**src/rtl/irq_ctrl_pkg.sv**
```systemverilog
// Shared types and constants for the interrupt controller.
// State enum, default register map and the source-count ceiling.
package irq_ctrl_pkg;

  localparam int NSRC_MAX = 8;
  localparam int VEC_W    = 3;

  localparam logic [7:0] DEF_A_IFR   = 8'h16;
  localparam logic [7:0] DEF_A_IMSK  = 8'h6f;
  localparam logic [7:0] DEF_A_ISTAT = 8'h17;

  typedef enum logic [1:0] {
    IDLE = 2'd0,
    REQ  = 2'd1,
    DONE = 2'd2
  } state_t;

endpackage

```
**src/rtl/irq_prio_sel.sv**
```systemverilog
// Combinational winner selection: first pending source found when scanning
// upward from a start index, wrapping at NSRC.
module irq_prio_sel
  import irq_ctrl_pkg::*;
#(
  parameter int NSRC = NSRC_MAX
) (
  input  logic [NSRC-1:0]  pending,
  input  logic [VEC_W-1:0] start,
  output logic             valid,
  output logic [VEC_W-1:0] index
);

  logic [2*NSRC-1:0] doubled;
  logic [NSRC-1:0]   rotated;

  // Rotating a doubled copy puts the start source at bit 0, so a plain
  // lowest-bit scan yields the wrap-around search order.
  assign doubled = {pending, pending};
  assign rotated = NSRC'(doubled >> start);

  always_comb begin
    int hit;
    hit   = 0;
    valid = 1'b0;
    for (int k = NSRC - 1; k >= 0; k--) begin
      if (rotated[k]) begin
        valid = 1'b1;
        hit   = k;
      end
    end
    index = VEC_W'((int'(start) + hit) % NSRC);
  end

endmodule

```
**src/rtl/irq_ctrl.sv**
```systemverilog
// Interrupt controller: edge-detected flags, mask, status and a REQ/DONE
// handshake to the CPU. Define IRQ_CTRL_ROUND_ROBIN_EN for round-robin grants.
module irq_ctrl
  import irq_ctrl_pkg::*;
#(
  parameter int         NSRC    = NSRC_MAX,
  parameter logic [7:0] A_IFR   = DEF_A_IFR,
  parameter logic [7:0] A_IMSK  = DEF_A_IMSK,
  parameter logic [7:0] A_ISTAT = DEF_A_ISTAT
) (
  input  logic            clk,
  input  logic            rst,
  input  logic            write,
  input  logic [7:0]      addr,
  input  logic [7:0]      wdata,
  input  logic            read,
  output logic [7:0]      rdata,
  input  logic [NSRC-1:0] irq_src,
  input  logic            status_reg_interrupt_enable,
  output logic            interrupt_request,
  output logic [2:0]      interrupt_vector,
  input  logic            interrupt_executed
);

  state_t            state;
  logic [NSRC-1:0]   ifr;
  logic [NSRC-1:0]   imsk;
  logic [NSRC-1:0]   src_prev;
  logic [NSRC-1:0]   rise;
  logic [NSRC-1:0]   ifr_clr;
  logic [NSRC-1:0]   ifr_next;
  logic [NSRC-1:0]   pending;
  logic [VEC_W-1:0]  sel_start;
  logic [VEC_W-1:0]  sel_index;
  logic              sel_valid;

  assign rise    = irq_src & ~src_prev;
  assign pending = ifr & imsk;

`ifdef IRQ_CTRL_ROUND_ROBIN_EN
  logic [VEC_W-1:0] rr_ptr;
  assign sel_start = rr_ptr;
`else
  assign sel_start = '0;
`endif

  irq_prio_sel #(.NSRC(NSRC)) u_sel (
    .pending (pending),
    .start   (sel_start),
    .valid   (sel_valid),
    .index   (sel_index)
  );

  // A fresh edge always wins over a clear landing in the same cycle.
  always_comb begin
    ifr_clr = '0;
    if (write && addr == A_IFR)
      ifr_clr = wdata[NSRC-1:0];
    if (state == REQ && interrupt_executed)
      ifr_clr = ifr_clr | (NSRC'(1) << interrupt_vector);
    ifr_next = (ifr & ~ifr_clr) | rise;
  end

  always_ff @(posedge clk) begin
    if (!rst) begin
      ifr      <= '0;
      imsk     <= '0;
      src_prev <= '0;
    end else begin
      ifr      <= ifr_next;
      src_prev <= irq_src;
      if (write && addr == A_IMSK)
        imsk <= wdata[NSRC-1:0];
    end
  end

  // Once granted, the request is held until the CPU acknowledges it.
  always_ff @(posedge clk) begin
    if (!rst) begin
      state             <= IDLE;
      interrupt_request <= 1'b0;
      interrupt_vector  <= '0;
`ifdef IRQ_CTRL_ROUND_ROBIN_EN
      rr_ptr            <= '0;
`endif
    end else begin
      case (state)
        IDLE: begin
          if (status_reg_interrupt_enable && sel_valid) begin
            state             <= REQ;
            interrupt_request <= 1'b1;
            interrupt_vector  <= sel_index;
          end
        end
        REQ: begin
          if (interrupt_executed) begin
            state             <= DONE;
            interrupt_request <= 1'b0;
`ifdef IRQ_CTRL_ROUND_ROBIN_EN
            rr_ptr <= (interrupt_vector == VEC_W'(NSRC - 1)) ? '0
                                                             : interrupt_vector + 3'd1;
`endif
          end
        end
        DONE: begin
          if (!interrupt_executed)
            state <= IDLE;
        end
        default: begin
          state             <= IDLE;
          interrupt_request <= 1'b0;
        end
      endcase
    end
  end

  always_comb begin
    rdata = 8'h00;
    if (read) begin
      if (addr == A_IFR)
        rdata = 8'(ifr);
      else if (addr == A_IMSK)
        rdata = 8'(imsk);
      else if (addr == A_ISTAT)
        rdata = {(state != IDLE), 4'b0000, interrupt_vector};
    end
  end

endmodule

```
**config.mk**
```make
export PLATFORM = sky130hd
export DESIGN_NAME = irq_ctrl
export DESIGN_NICKNAME = d
export VERILOG_FILES = /design/src/rtl/irq_ctrl_pkg.sv /design/src/rtl/irq_prio_sel.sv /design/src/rtl/irq_ctrl.sv
export SDC_FILE = /design/constraint.sdc
export NUM_CORES = 1
export LEC_CHECK = 0
export ABC_AREA = 1
export BUFFER_PORTS_ARGS = -buffer_cell sky130_fd_sc_hd__buf_2
export CORE_UTILIZATION = 50
export DETAILED_ROUTE_END_ITERATION = 16
export PLACE_DENSITY = 0.82
export SLEW_MARGIN = 0
export SYNTH_ARGS = -nofsm -noshare
export SYNTH_HDL_FRONTEND = slang
export SYNTH_SLANG_ARGS = --single-unit
```
**constraint.sdc**
```tcl
create_clock -name clk -period 1.5 [get_ports clk]
set_input_delay 0.225 -clock clk [delete_from_list [all_inputs] [get_ports clk]]
set_output_delay 0.225 -clock clk [all_outputs]
set_load 0.005 [all_outputs]
```
After elaboration in Yosys (flattened, before gate mapping)
Index checks and enable logic that the tools add are counted.
{"block": "classes", "n_eq_ne": 8, "shift": 1, "mux": 29, "bitwise_logic": 8, "n_reduce_logical": 9}
{"cell": "8-bit two-way mux", "n": 6}
{"cell": "8-bit bitwise AND", "n": 3}
{"cell": "3-bit two-way mux", "n": 8}
{"cell": "8-bit by 5-bit equality test with 1-bit output, second input constant", "n": 2}
{"cell": "8-bit inverter", "n": 2}
{"cell": "8-bit OR", "n": 2}
{"cell": "1-bit two-way mux", "n": 10}
{"cell": "8-bit by 7-bit equality test with 1-bit output, second input constant", "n": 1}
{"cell": "1-bit by 3-bit left shift with 8-bit output, first input constant", "n": 1}
{"cell": "2-bit two-way mux", "n": 3}
{"cell": "2-bit inequality test, second input constant", "n": 3}
{"cell": "2-bit one-hot mux with 3 select lines", "n": 1}
{"cell": "3-bit AND reduction", "n": 2}
{"cell": "1-bit logical AND", "n": 4}
{"cell": "1-bit one-hot mux with 3 select lines", "n": 1}
{"cell": "2-bit by 1-bit equality test with 1-bit output, second input constant", "n": 1}
{"cell": "2-bit equality test, second input constant", "n": 1}
{"cell": "2-bit zero test", "n": 1}
{"cell": "2-bit AND reduction", "n": 1}
{"cell": "2-bit nonzero test", "n": 1}
{"cell": "1-bit inverter", "n": 1}
{"block": "word_totals", "regBits": 30, "input_bits": 30}

Longest topological paths before layout
{"block": "depth", "ltp_word": 12, "ltp_mapped": 10, "mapped_depth_nobuf": 10}

By module
From an unflattened synthesis, not the netlist that was laid out.
{"block": "hier_totals", "cells_unflattened": 344, "hier_area_um2": 2223.4}
{"module": "irq_ctrl", "instances": 1, "cells_per_inst": 248, "area_each_um2": 1624.1}
{"module": "irq_prio_sel", "instances": 1, "cells_per_inst": 96, "area_each_um2": 599.3}

Worst setup path after synthesis
OpenSTA, ideal clock, no wires.
{"block": "synth_timing", "path_kind": "input -> output", "start": "in addr[3]", "end": "out rdata[2]", "arrival_ps": 931, "required_time_ps": 1275, "path_slack_ps": 344, "stages": 8, "path_cell_list": "inv_1 -> nand2_1 -> nor3_1 -> buf_2 -> nand3_1 -> nand3_1 -> nand2_1 -> inv_1"}
{"block": "synth_via", "elab_chain_cells": 5}
{"element": "from (decl)", "line": "irq_ctrl.sv:14", "source": "input logic [7:0] addr,"}
{"element": "8-bit by 5-bit equality test with 1-bit output", "line": "irq_ctrl.sv:124", "source": "else if (addr == A_ISTAT)"}
{"element": "8-bit two-way mux", "line": "irq_ctrl.sv:124"}
{"element": "8-bit two-way mux", "line": "irq_ctrl.sv:122", "source": "else if (addr == A_IMSK)"}
{"element": "8-bit two-way mux *", "line": "irq_ctrl.sv:120", "source": "if (addr == A_IFR)"}
{"element": "8-bit two-way mux *", "line": "irq_ctrl.sv:119", "source": "if (read) begin"}
{"element": "to (decl)", "line": "irq_ctrl.sv:17", "source": "output logic [7:0] rdata,"}
Mark *: on every way between the ends. The rest lies on a longest branch, timed or not.

Worst setup path after layout
{"block": "layout_timing", "start": "reg state[1]", "end": "out rdata[7]"}
{"block": "layout_via", "elab_chain_cells": 5}
{"element": "from (decl)", "line": "irq_ctrl.sv:25", "source": "state_t state;"}
{"element": "from (signal assigned)", "line": "irq_ctrl.sv:80", "source": "state <= IDLE;"}
{"element": "from (signal assigned)", "line": "irq_ctrl.sv:90", "source": "state <= REQ;"}
{"element": "from (signal assigned)", "line": "irq_ctrl.sv:97", "source": "state <= DONE;"}
{"element": "2-bit nonzero test", "line": "irq_ctrl.sv:125", "source": "rdata = {(state != IDLE), 4'b0000, interrupt_vector};"}
{"element": "8-bit two-way mux", "line": "irq_ctrl.sv:124"}
{"element": "8-bit two-way mux", "line": "irq_ctrl.sv:122"}
{"element": "8-bit two-way mux", "line": "irq_ctrl.sv:120"}
{"element": "8-bit two-way mux", "line": "irq_ctrl.sv:119"}
Every way passes these cells.

==> flow_summary.yaml <==
outcome:
  outcome: "completed"
global_route:
  grt_pass1_vias: 1525
  grt_max_degree: 21
  overflow: 0
  track_usage: 0.262
  grt_pass1_wl_mm: 6.42
  antenna_found_initial: 0
synth:
  synth-seq-cells: 30
  syn_inst: 217
  ys_types: 19
  avgSynthCellArea_um2: 6.79
  ys_seq_area_frac: 0.408
  synth_warnings: 0
  synth_area_mm2: 0.00147
  syn_nets: 247
critical_path:
  cp-endpoint: "rdata[7]"
  endpoint_kind: "output port"
  crit_chain: "nor2_4 > inv_2 > nand3_2 > nand3_2 > nand2_1 > inv_1 > buf_2"
  cp_data_required_time_ns: 1.27
  critPathMaxStageDelay_ns: 0.37
  ff2ff_setup_slack_ns: 0.23
  critPathLaunch: "state[1]"
  cp.arrival_ns: 1.22
  critPathKind: "flop to output port"
  r2r-start: "ifr[1]"
  startpoint_type: "flop"
  r2r-end: "interrupt_vector[0]"
  crit_top_cell: "nand3_2"
  cpMaxStageDelayCell: "dfxtp_4"
  reg2reg_depth: 8
  cp_max_fo: 2
routing:
  ant_nets: 0
  first_pass_iters: 4
  drc_errors: 0
  vias: 1637
  routed_via_density: 5.40
  drt_iter0_drc: 83
  wl_per_cell_um: 12.8
  drt_wl_total_mm: 3.88
floorplan:
  dieArea_mm2: 0.00317
  die_y_um: 56.3
  core-area_mm2: 0.00278
  num_rows: 19
  fp.dieW_um: 56.3
  start_util: 0.529
  ios: 42
pwr:
  share_seq_of_total_power: 0.574
  power.share.combinational: 0.086
  power.share.clock: 0.340
  total_power_w: 0.00148
  p_leak_nw: 0.949
  switching_share: 0.252
  intPower_w: 0.00111
  ir_drop_mv: 0.983
  p_switching_w: 0.000374
  powerDensity_mw_per_mm2: 787
cells_and_area:
  area_growth_pct: 27.7
  fillers: 258
  antennaDiodeCount: 0
  final_cell_mix: "56 x nand2_1, 41 x buf_2, 25 x dfxtp_1"
  nets: 301
  mostFrequentLayoutCell: "nand2_1"
  final_cells: 303
  drive_above_1_share: 0.283
placed_design:
  place_hpwl_mm: 2.91
  io_buffers: 41
  dp_cells: 291
  routabilityCongestion: 0.874
sta:
  slew_headroom: 0.803
  tightest_slew_ns: 0.294
  hold_ws_ns: 0.0886
  min_period_over_period: 0.961
  rsz0062_at_grt: "yes"
  hold_viol_final: 0
  clock_skew_ns: 0.0141
  maxSlewViolCount: 0
  fin_crit_ns: 1.44
  max_freq_ghz: 0.693
  tns_ns: 0
  setup_violations: 0
clock_tree:
  ctsHoldBuffers: 0
  htree_levels: 2
  clock_latency_ns: 0.34
  cts_tree: "done"
  path_clk_slew_ns: 0.10
  clock_path_buffers: 2
  cts_buffers: 5
  cts_sinks: 30
  clockRootBuffer: "clkbuf_4"
worst_hold_path:
  hp-class: "input port to flop"
flow_run:
  maxCapViolations: 0
-- sequential cells by signal (all words and copies together) (netlist names) --
register / count
state: 2
imsk: 8
interrupt_vector: 3
ifr: 8
interrupt_request: 1
src_prev: 8
-- power by group through the flow --
stage	Combinational, W	Clock (W)	Sequential (W)
global placement	0.000119	0	0.000870
finish	0.000128	0.000502	0.000849
floorplan	0.0000591	0	0.000861
detailed placement	0.000122	0	0.000871
global route	0.000143	0.000551	0.000853
CTS	0.000122	0.000508	0.000852
-- cell type report --
cell class,instances,area [um^2],area share
well taps,31,38.8,0.0206
clock buffers,7,55.1,0.0293
repair buffers,55,310,0.165
clock inverters,1,5.00,0.00266
multi-input cells,153,762,0.405
flip-flops and latches,30,612,0.325
inverters,26,97.6,0.0519
-- Yosys cell counts --
master     n  share of area
dfxtp_1   30           0.41
nor3_1     2         0.0068
buf_8      1          0.010
o21ai_0   12          0.041
a21oi_1   17          0.058
nor2_2     1         0.0043
o211ai_1   2          0.010
buf_6      1         0.0076
nand4_1   24           0.10
nand2_1   56           0.14
inv_1     25          0.064
a31oi_1    1         0.0043
nand3_1   25          0.085
nand2_2    1         0.0043
clkbuf_1   3         0.0076
nor2_1    11          0.028
clkinv_1   1         0.0025
buf_2      3          0.010
and2_1     1         0.0043
-- cell families after synthesis --
| group | after synthesis | synth area share |
|---|---|---|
| and+or+nand+nor | 121 | 0.377 |
| buffers and inverters | 34 | 0.102 |
| DFF | 30 | 0.408 |
| AOI/OAI and AO/OA | 32 | 0.113 |
-- how the worst min path moves through the flow --
stage	from	end	slack (ns)	cells after the start
2_1_floorplan	irq_src[0]	src_prev[0]	0.33	2
3_3_place_gp	src_prev[0]	ifr[0]	0.40	1
3_5_place_dp	src_prev[7]	ifr[7]	0.41	1
4_1_cts	irq_src[4]	src_prev[4]	0.09	3
5_1_grt	irq_src[4]	src_prev[4]	0.1	3
6_report	irq_src[4]	src_prev[4]	0.09	3
-- through the flow --
step	util	setup slack, ns	instance area, um^2
after floorplan	-	0.344	1470
after global placement	0.625	0.0466	1740
after detailed placement	0.625	0.0297	1740
after CTS	0.649	0.0174	1810
after global routing	0.676	-0.0313	1880
final	0.676	0.0579	1880
-- critical path: cells and delay by family (launching register included) --
kind | cells | cell delay [ns]
DFF | 1 | 0.37
and+or+nand+nor | 4 | 0.30
buffers and inverters | 3 | 0.20
-- routing by layer --
metal	part of all wire	GRT usage	wire, um
met1	0.44	0.335	1700
met2	0.48	0.435	1860
met3	0.071	0.0622	275
met4	0.012	0.0871	47
met5	0	0	0
-- repair_timing --
item / CTS / global route
resized for setup: 4 / 13
buffers inserted: 0 / 4
pin swaps: 0 / 6
endpoints found under the setup margin: 2 / 6
(Power assumes the default switching activity.)
